<file path="config.mk">
export PLATFORM = sky130hd
export DESIGN_NAME = lsu_ctrl
export DESIGN_NICKNAME = d
export VERILOG_FILES = /design/src/rtl/lsu_ctrl.sv
export SDC_FILE = /design/constraint.sdc
export NUM_CORES = 1
export LEC_CHECK = 0
export CAP_MARGIN = 20
export CORE_ASPECT_RATIO = 0.6
export CORE_MARGIN = 3
export CORE_UTILIZATION = 45
export DETAILED_ROUTE_END_ITERATION = 10
export GPL_ROUTABILITY_DRIVEN = 0
export GPL_TIMING_DRIVEN = 0
export PLACE_DENSITY_LB_ADDON = 0.2
export SLEW_MARGIN = 20
export SYNTH_ARGS = -nofsm -noshare
export SYNTH_HDL_FRONTEND = slang
export SYNTH_SLANG_ARGS = --single-unit
export TNS_END_PERCENT = 20
</file>
<file path="constraint.sdc">
create_clock -name clk -period 4.6 [get_ports clk]
set_clock_uncertainty 0.2 [all_clocks]
set_input_delay 1.15 -clock clk [delete_from_list [all_inputs] [get_ports clk]]
set_output_delay 1.15 -clock clk [all_outputs]
set_load 0.1 [all_outputs]
</file>
<file path="src/rtl/lsu_ctrl.sv">
// MEM-stage load/store sequencer: one outstanding data-bus access, misaligned
// halfword/word accesses split into two aligned beats, load alignment and extension.
module lsu_ctrl #(
    parameter int ADDR_WIDTH        = 32,
    parameter int DATA_WIDTH        = 32,
    parameter int MEMORY_MODE_WIDTH = 2
) (
    input  logic                         clk,
    input  logic                         rst,
    input  logic                         mem_read,
    input  logic                         mem_write,
    input  logic [MEMORY_MODE_WIDTH-1:0] mem_mode,
    input  logic                         mem_unsigned,
    input  logic [ADDR_WIDTH-1:0]        mem_addr,
    input  logic [DATA_WIDTH-1:0]        mem_wdata,
    output logic                         stall,
    output logic [DATA_WIDTH-1:0]        load_data,
    output logic                         done,
    output logic                         fault,
    output logic                         bus_req,
    output logic                         bus_we,
    output logic [ADDR_WIDTH-1:0]        bus_addr,
    output logic [3:0]                   bus_be,
    output logic [DATA_WIDTH-1:0]        bus_wdata,
    input  logic                         bus_gnt,
    input  logic                         bus_rvalid,
    input  logic [DATA_WIDTH-1:0]        bus_rdata,
    input  logic                         bus_err
);
    localparam logic [MEMORY_MODE_WIDTH-1:0] BYTE_MODE = MEMORY_MODE_WIDTH'(0);
    localparam logic [MEMORY_MODE_WIDTH-1:0] HALF_MODE = MEMORY_MODE_WIDTH'(1);
    localparam logic [MEMORY_MODE_WIDTH-1:0] WORD_MODE = MEMORY_MODE_WIDTH'(2);

    typedef enum logic [2:0] {IDLE, REQ0, WAIT0, REQ1, WAIT1, DONE} state_t;

    state_t                       state, state_next;
    logic [ADDR_WIDTH-1:0]        addr_q;
    logic [DATA_WIDTH-1:0]        wdata_q, lo_buf, hi_buf;
    logic [MEMORY_MODE_WIDTH-1:0] mode_q;
    logic                         uns_q, we_q, err_q;

    logic                         op;
    logic [1:0]                   offset;
    logic                         split;
    logic [3:0]                   base_mask;
    logic [7:0]                   be_vec;
    logic [2*DATA_WIDTH-1:0]      wdata_vec;
    logic [ADDR_WIDTH-1:0]        word_addr;

    // Align the two captured beats to the access offset, then sign/zero-extend.
    function automatic logic [DATA_WIDTH-1:0] extend_load(
        input logic [2*DATA_WIDTH-1:0]    pair,
        input logic [1:0]                 off,
        input logic [MEMORY_MODE_WIDTH-1:0] mode,
        input logic                       uns
    );
        logic [2*DATA_WIDTH-1:0] aligned;
        logic signed [7:0]       lane_b;
        logic signed [15:0]      lane_h;
        logic [DATA_WIDTH-1:0]   result;
        aligned = pair >> {off, 3'b000};
        lane_b  = signed'(aligned[7:0]);
        lane_h  = signed'(aligned[15:0]);
        if (mode == BYTE_MODE)
            result = uns ? DATA_WIDTH'(aligned[7:0]) : DATA_WIDTH'(lane_b);
        else if (mode == HALF_MODE)
            result = uns ? DATA_WIDTH'(aligned[15:0]) : DATA_WIDTH'(lane_h);
        else
            result = aligned[DATA_WIDTH-1:0];
        return result;
    endfunction

    assign op        = mem_read | mem_write;
    assign offset    = addr_q[1:0];
    assign split     = ((mode_q == WORD_MODE) && (offset != 2'd0)) ||
                       ((mode_q == HALF_MODE) && (offset == 2'd3));
    assign base_mask = (mode_q == BYTE_MODE) ? 4'b0001 :
                       (mode_q == HALF_MODE) ? 4'b0011 : 4'b1111;
    assign be_vec    = {4'b0000, base_mask} << offset;
    assign wdata_vec = {wdata_q, wdata_q} << {offset, 3'b000};
    assign word_addr = {addr_q[ADDR_WIDTH-1:2], 2'b00};

    always_ff @(posedge clk) begin
        if (rst) begin
            state   <= IDLE;
            addr_q  <= '0;
            wdata_q <= '0;
            mode_q  <= '0;
            uns_q   <= 1'b0;
            we_q    <= 1'b0;
            err_q   <= 1'b0;
            lo_buf  <= '0;
            hi_buf  <= '0;
        end else begin
            state <= state_next;
            case (state)
                IDLE: if (op) begin
                    addr_q  <= mem_addr;
                    wdata_q <= mem_wdata;
                    mode_q  <= mem_mode;
                    uns_q   <= mem_unsigned;
                    we_q    <= mem_write & ~mem_read;
                    err_q   <= 1'b0;
                end
                WAIT0: if (bus_rvalid) begin
                    lo_buf <= bus_rdata;
                    err_q  <= bus_err;
                end
                WAIT1: if (bus_rvalid) begin
                    hi_buf <= bus_rdata;
                    err_q  <= bus_err;
                end
                default: ;
            endcase
        end
    end

    always_comb begin
        state_next = state;
        stall      = 1'b0;
        done       = 1'b0;
        fault      = 1'b0;
        bus_req    = 1'b0;
        bus_we     = 1'b0;
        bus_addr   = '0;
        bus_be     = '0;
        bus_wdata  = '0;
        load_data  = '0;
        case (state)
            IDLE: begin
                stall = op;
                if (op) state_next = REQ0;
            end
            REQ0: begin
                stall     = 1'b1;
                bus_req   = 1'b1;
                bus_we    = we_q;
                bus_addr  = word_addr;
                bus_be    = be_vec[3:0];
                bus_wdata = wdata_vec[DATA_WIDTH-1:0];
                if (bus_gnt) state_next = WAIT0;
            end
            WAIT0: begin
                stall = 1'b1;
                // An error on the first beat abandons the second one.
                if (bus_rvalid) state_next = (bus_err || !split) ? DONE : REQ1;
            end
            REQ1: begin
                stall     = 1'b1;
                bus_req   = 1'b1;
                bus_we    = we_q;
                bus_addr  = word_addr + ADDR_WIDTH'(4);
                bus_be    = be_vec[7:4];
                bus_wdata = wdata_vec[2*DATA_WIDTH-1:DATA_WIDTH];
                if (bus_gnt) state_next = WAIT1;
            end
            WAIT1: begin
                stall = 1'b1;
                if (bus_rvalid) state_next = DONE;
            end
            DONE: begin
                done       = 1'b1;
                fault      = err_q;
                state_next = IDLE;
                if (!we_q) load_data = extend_load({hi_buf, lo_buf}, offset, mode_q, uns_q);
            end
            default: state_next = IDLE;
        endcase
    end
endmodule

</file>
==> results_dict.tcl, run 1 <==
set metrics [dict create \
    status "complete, no violations" \
    start_kind "flip-flop" \
    num_rows 36 \
    avgRoutedWirePerCell_um 19.8 \
    drtIter0Drc 1150 \
    finalInstanceArea_sq_um 10600 \
    worst_ep_arrival_time_ps 3180 \
    syn_inst 1067 \
    dp_hpwl_mm 22.6 \
    filler_cell_count 1478 \
    multi_input_area_sq_um 4680 \
    seqCellArea_sq_um 2560 \
    grt_pass1_wl_mm 45.7 \
    die_y_um 107 \
    die_width_um 174 \
    async_flop_share_pct 0 \
    synthMuxAreaShare_pct 10.9 \
    via_per_inst 5.87 \
    wl_mm 30.4 \
    final_common_cell "nand2_1" \
    synth_xor_area_share_pct 1.72 \
    grt_pass1_vias 8235 \
    yosys.area_share.simple_pct 27.2 \
    htree_levels 4 \
    synth-edff-count 0 \
    numCtsBuffers 17 \
    finalCoreUtilization_pct 64.3 \
    path_class "flip-flop to output port" \
    post_cts_hold_buffer_count 0 \
    finalNonFillerCells 1536 \
    final_layout_size_suffix_gt1_share_pct 9.56 \
    io_buffers 208 \
    holdCritPathClass "flip-flop to flip-flop" \
    ios 211 \
    gr-usage-met2_pct 43.2 \
    slew_viol_final 0 \
    max_freq_mhz 221 \
    cts_tree "built" \
    endpoint_kind "output port" \
    placedCellCount 1504 \
    period_share_pct 98.5 \
    vias 9023 \
    diodes 0 \
    worstSetupEndpoint "bus_addr[3]" \
    die-area_sq_um 18600 \
    ant_nets 0 \
    synth.distinct_cells 59 \
    fin_ws_ps 68.6 \
    overflow 0 \
    dp_slack_ps 85.5 \
    grt_max_degree 17 \
    rsz0062_at_grt "false" \
    start_util_pct 46.4 \
    root_buffer "clkbuf_16" \
    reg2reg_depth 7 \
    synth.yosys.seq_area_share_pct 33.6 \
    synth_compound_area_share_pct 20.8 \
    ys_warn_count 0 \
    synth_area_sq_um 7630 \
    grt_usage_pct 31.3 \
    cts.path.max_buffers 2 \
    post_cts_buffers 0 \
    maxSlewHeadroom_pct 29.3 \
    startpoint "state[1]" \
    hold_violations 0 \
    finalSetupViolations 0 \
    final_net_count 1402 \
    clkTransAtPathRegs_ps 70 \
    area_delta_synth_final_pct 38.6 \
    worstMarginPinSlew_ps 1060 \
    drc 0 \
    cts.sinks 128 \
    synthAdderAreaFrac_pct 0.164 \
    ir_worst_vdd_v 0.000280 \
    r2r_start "state[0]" \
    fin_setup_tns_ps 0 \
    p_leak_nw 4.34 \
    use_met3_pct 8.99 \
    r2r-end "mode_q[0]" \
    synth.avg_cell_area_sq_um 7.15 \
    ys_seq_elements 128 \
    synthFlopType "dfxtp_1" \
    top_usage_layer "met1" \
    use_met1_pct 46.9 \
    placed_cell_area_sq_um 10000 \
    synth_top_family_by_area "simple AND/OR/NAND/NOR gates" \
    critical_path_required_ps 3250 \
    r2r_setup_slack_ps 2190 \
    drt_first_pass_iters 6 \
    core_sq_um 16400 \
    mostFrequentLayoutCells "281 x nand2_1, 183 x a21oi_1, 128 x dfxtp_1" \
    powerDensity_nw_per_um2 338 \
    clkLatencyLatePin_ps 420 \
    antenna_found_initial 0 \
    timing.max_cap.violations 0 \
    fin_crit_ps 4530 \
    crit_fanout 10 \
]
==> synth_stat cells (10+ instances only) <==
cell type  number  area, sq um
a211oi_1       24          180
a21oi_1       183          916
buf_2          34          170
clkbuf_1       52          195
dfxtp_1       128         2560
mux2_2         23          259
mux2i_1        55          551
nand2_1       281         1050
nand2b_1       15         93.8
nand3_1        26          130
nor2_1         63          236
nor2b_1        12         75.1
o21ai_0        31          155
o31ai_1        10         75.1
or4_1          10         75.1
==> registers in the layout, indices dropped and copies added (netlist names) <==
| signal | count |
|---|---|
| hi_buf | 24 |
| we_q | 1 |
| addr_q | 32 |
| lo_buf | 32 |
| uns_q | 1 |
| wdata_q | 32 |
| mode_q | 2 |
| state | 3 |
| err_q | 1 |
==> critical path, cell delays in order (launching register included) <==
cell	delay, ps
dfxtp_1	400
buf_2	290
buf_2	290
buf_2	350
mux2i_1	120
nor2_1	150
clkdlybuf4s50_1	1150
==> per-stage QoR <==
step	power (W)	hold slack [ps]
floorplan	0.00193	233
global placement	0.00225	239
detailed placement	0.00226	247
CTS	0.00356	256
global route	0.00369	273
finish	0.00358	255
==> layout make-up <==
| cell class | instances | share of cell area (%) |
|---|---|---|
| tap | 228 | 2.70 |
| buffer | 94 | 3.88 |
| multi-input combinational | 840 | 44.3 |
| sequential | 128 | 24.2 |
| timing repair buffer | 208 | 19.3 |
| clock inverter | 14 | 1.35 |
| inverter | 6 | 0.213 |
| clock buffer | 18 | 4.06 |
==> what timing repair did <==
action	in CTS	in global routing
cloned	0	0
endpoints found under the setup margin	57	58
resized for setup	57	80
==> power breakdown <==
group | total (W) | switching, W | internal (W)
registers | 0.00126 | 0.0000870 | 0.00117
clock network | 0.00132 | 0.000564 | 0.000761
logic | 0.000991 | 0.000690 | 0.000302
==> cells by family after synthesis <==
family,Yosys count
AOI/OAI and AO/OA,280
muxes,79
and+or+nand+nor,463
xor gates and xnor gates,15
other,1
adders and majority gates,1
DFF,128
buffers and inverters,100
==> layer usage <==
metal  share of wire [%]  wire length [um]
met1                  45             13500
met2                  39             12000
met3                  13              4020
met4                 2.8               843
met5                   0                 0
==> worst min path at each step <==
stage                     slack [ps]         end        from  cells after the start
after floorplan                  230  hi_buf[10]  hi_buf[10]                      2
after global placement           240  hi_buf[11]  hi_buf[11]                      2
after detailed placement         250  hi_buf[12]  hi_buf[12]                      2
after CTS                        260  hi_buf[12]  hi_buf[12]                      2
after global routing             270  lo_buf[12]  lo_buf[12]                      2
final                            250  hi_buf[12]  hi_buf[12]                      2
(Power assumes the default switching activity.)
==> run 2, diff against run 1 <==
==> constraint.sdc (replaced) <==
create_clock -name clk -period 4.6 [get_ports clk]
set_clock_uncertainty 0.2 [all_clocks]
set_input_delay 0.69 -clock clk [delete_from_list [all_inputs] [get_ports clk]]
set_output_delay 0.69 -clock clk [all_outputs]
set_load 0.1 [all_outputs]
==> run 2 against run 1 <==
Clock power up 5%. Critical path depth up 1. Critical path type unchanged. Via count fell by 0.66%. Wire length decreased by 2.0%.
==> results_dict.tcl, run 2 (synthesis results as in run 1) <==
set metrics [dict create \
    area_delta_synth_final_pct 39.0 \
    hold_violations 0 \
    pwr-share-clk_pct 38.0 \
    die-area_sq_um 18600 \
    wl_mm 29.8 \
    cts.sinks 128 \
    filler_cell_count 1489 \
    switching_share_pct 36.4 \
    final_layout_size_suffix_gt1_share_pct 7.80 \
    ios 211 \
    endpoint_kind "output port" \
    hp-start "lo_buf[5]" \
    final_common_cell "nand2_1" \
    via_per_inst 5.84 \
    drtIter0Drc 1346 \
    overflow 0 \
    core_sq_um 16400 \
    drt_first_pass_iters 5 \
    start_util_pct 46.4 \
    diodes 0 \
    drc 0 \
    status "complete, no violations" \
    fin_setup_tns_ps 0 \
    r2r_start "state[0]" \
    maxSlewHeadroom_pct 29.8 \
    vias 8963 \
    die_y_um 107 \
    fin_crit_ps 4460 \
    finalSetupViolations 0 \
    slew_viol_final 0 \
    cts_tree "built" \
    mostFrequentLayoutCells "281 x nand2_1, 206 x clkdlybuf4s50_1, 183 x a21oi_1" \
    post_cts_buffers 0 \
    die_width_um 174 \
    path_class "flip-flop to output port" \
    clkTransAtPathRegs_ps 60 \
    largestRegisters "addr_q (32), lo_buf (32), wdata_q (32)" \
    max_freq_mhz 224 \
    grt_usage_pct 31.1 \
    startpoint "addr_q[0]" \
    num_rows 36 \
    grt_max_degree 17 \
    numCtsBuffers 17 \
    timing.max_cap.violations 0 \
    p_leak_nw 3.61 \
    period_share_pct 97.0 \
    htree_levels 4 \
    avgRoutedWirePerCell_um 19.4 \
    fin_ws_ps 137 \
    worst_ep_arrival_time_ps 3570 \
    ant_nets 0 \
    cts.path.max_buffers 2 \
    rsz0062_at_grt "false" \
    placed_cell_area_sq_um 10000 \
    io_buffers 208 \
    critical_path_required_ps 3710 \
    worstMarginPinSlew_ps 1050 \
    finalInstanceArea_sq_um 10600 \
    antenna_found_initial 0 \
    start_kind "flip-flop" \
    switchingPower_w 0.00133 \
    dp_slack_ps 615 \
    final_net_count 1402 \
    grt_pass1_wl_mm 45.5 \
    dp_hpwl_mm 22.1 \
    grt_pass1_vias 8178 \
    root_buffer "clkbuf_16" \
    internal-power_w 0.00232 \
    ir_worst_vdd_v 0.000243 \
    powerDensity_nw_per_um2 344 \
    seqPwrFrac_pct 34.5 \
    post_cts_hold_buffer_count 0 \
    clkLatencyLatePin_ps 410 \
    crit_fanout 10 \
    holdCritPathClass "flip-flop to flip-flop" \
    power_frac_comb_pct 27.5 \
    cts_resized 0 \
]
run 2: layout make-up:
cell class | instances | area [sq um] | area share (%)
sequential | 128 | 2560 | 24.2
clock inverter | 13 | 154 | 1.45
multi-input combinational | 840 | 4640 | 43.8
buffer | 94 | 410 | 3.87
clock buffer | 19 | 443 | 4.18
timing repair buffer | 208 | 2090 | 19.7
tap | 228 | 285 | 2.69
inverter | 6 | 22.5 | 0.212
run 2: final timing paths:
check | end | slack, ps | depth (start not counted)
hold / removal | lo_buf[5] | 260 | 2
setup reg to reg | addr_q[26] | 2320 | 7
setup / recovery | load_data[17] | 140 | 7
hold reg to reg | lo_buf[5] | 260 | 2
run 2: stage by stage:
step / utilization (%) / hold WS, ps / std cells / power, W
after floorplan: - / 233 / 1068 / 0.00192
final: 64.5 / 257 / 1536 / 0.00364
after global placement: 60.8 / 238 / 1504 / 0.00224
after CTS: 64.5 / 255 / 1536 / 0.00362
after global routing: 64.5 / 265 / 1536 / 0.00376
after detailed placement: 60.8 / 248 / 1504 / 0.00225
run 2: critical path, stage by stage, from the launching register on:
cell and delay [ps]:
dfxtp_1 300, buf_2 200, buf_2 260, buf_2 290
clkbuf_1 470, a21oi_1 120, o21ai_0 320, clkdlybuf4s50_1 1200
run 2: layer usage:
metal / vias to the layer above / part of all wire, % / track usage (%) / routed length (um)
li1: 4154 / - / - / -
met1: 4097 / 43 / 45.4 / 12900
met2: 641 / 40 / 42.6 / 11800
met3: 71 / 15 / 10.7 / 4380
met4: 0 / 2.2 / 9.40 / 667
met5: - / 0 / 0 / 0
run 2: power by group through the flow:
stage                     logic, W  registers, W  clock network (W)
after floorplan           0.000673       0.00125                  0
after global placement    0.000968       0.00127                  0
after detailed placement  0.000978       0.00127                  0
after CTS                 0.000984       0.00125            0.00139
after global routing       0.00106       0.00126            0.00144
final                      0.00100       0.00126            0.00139
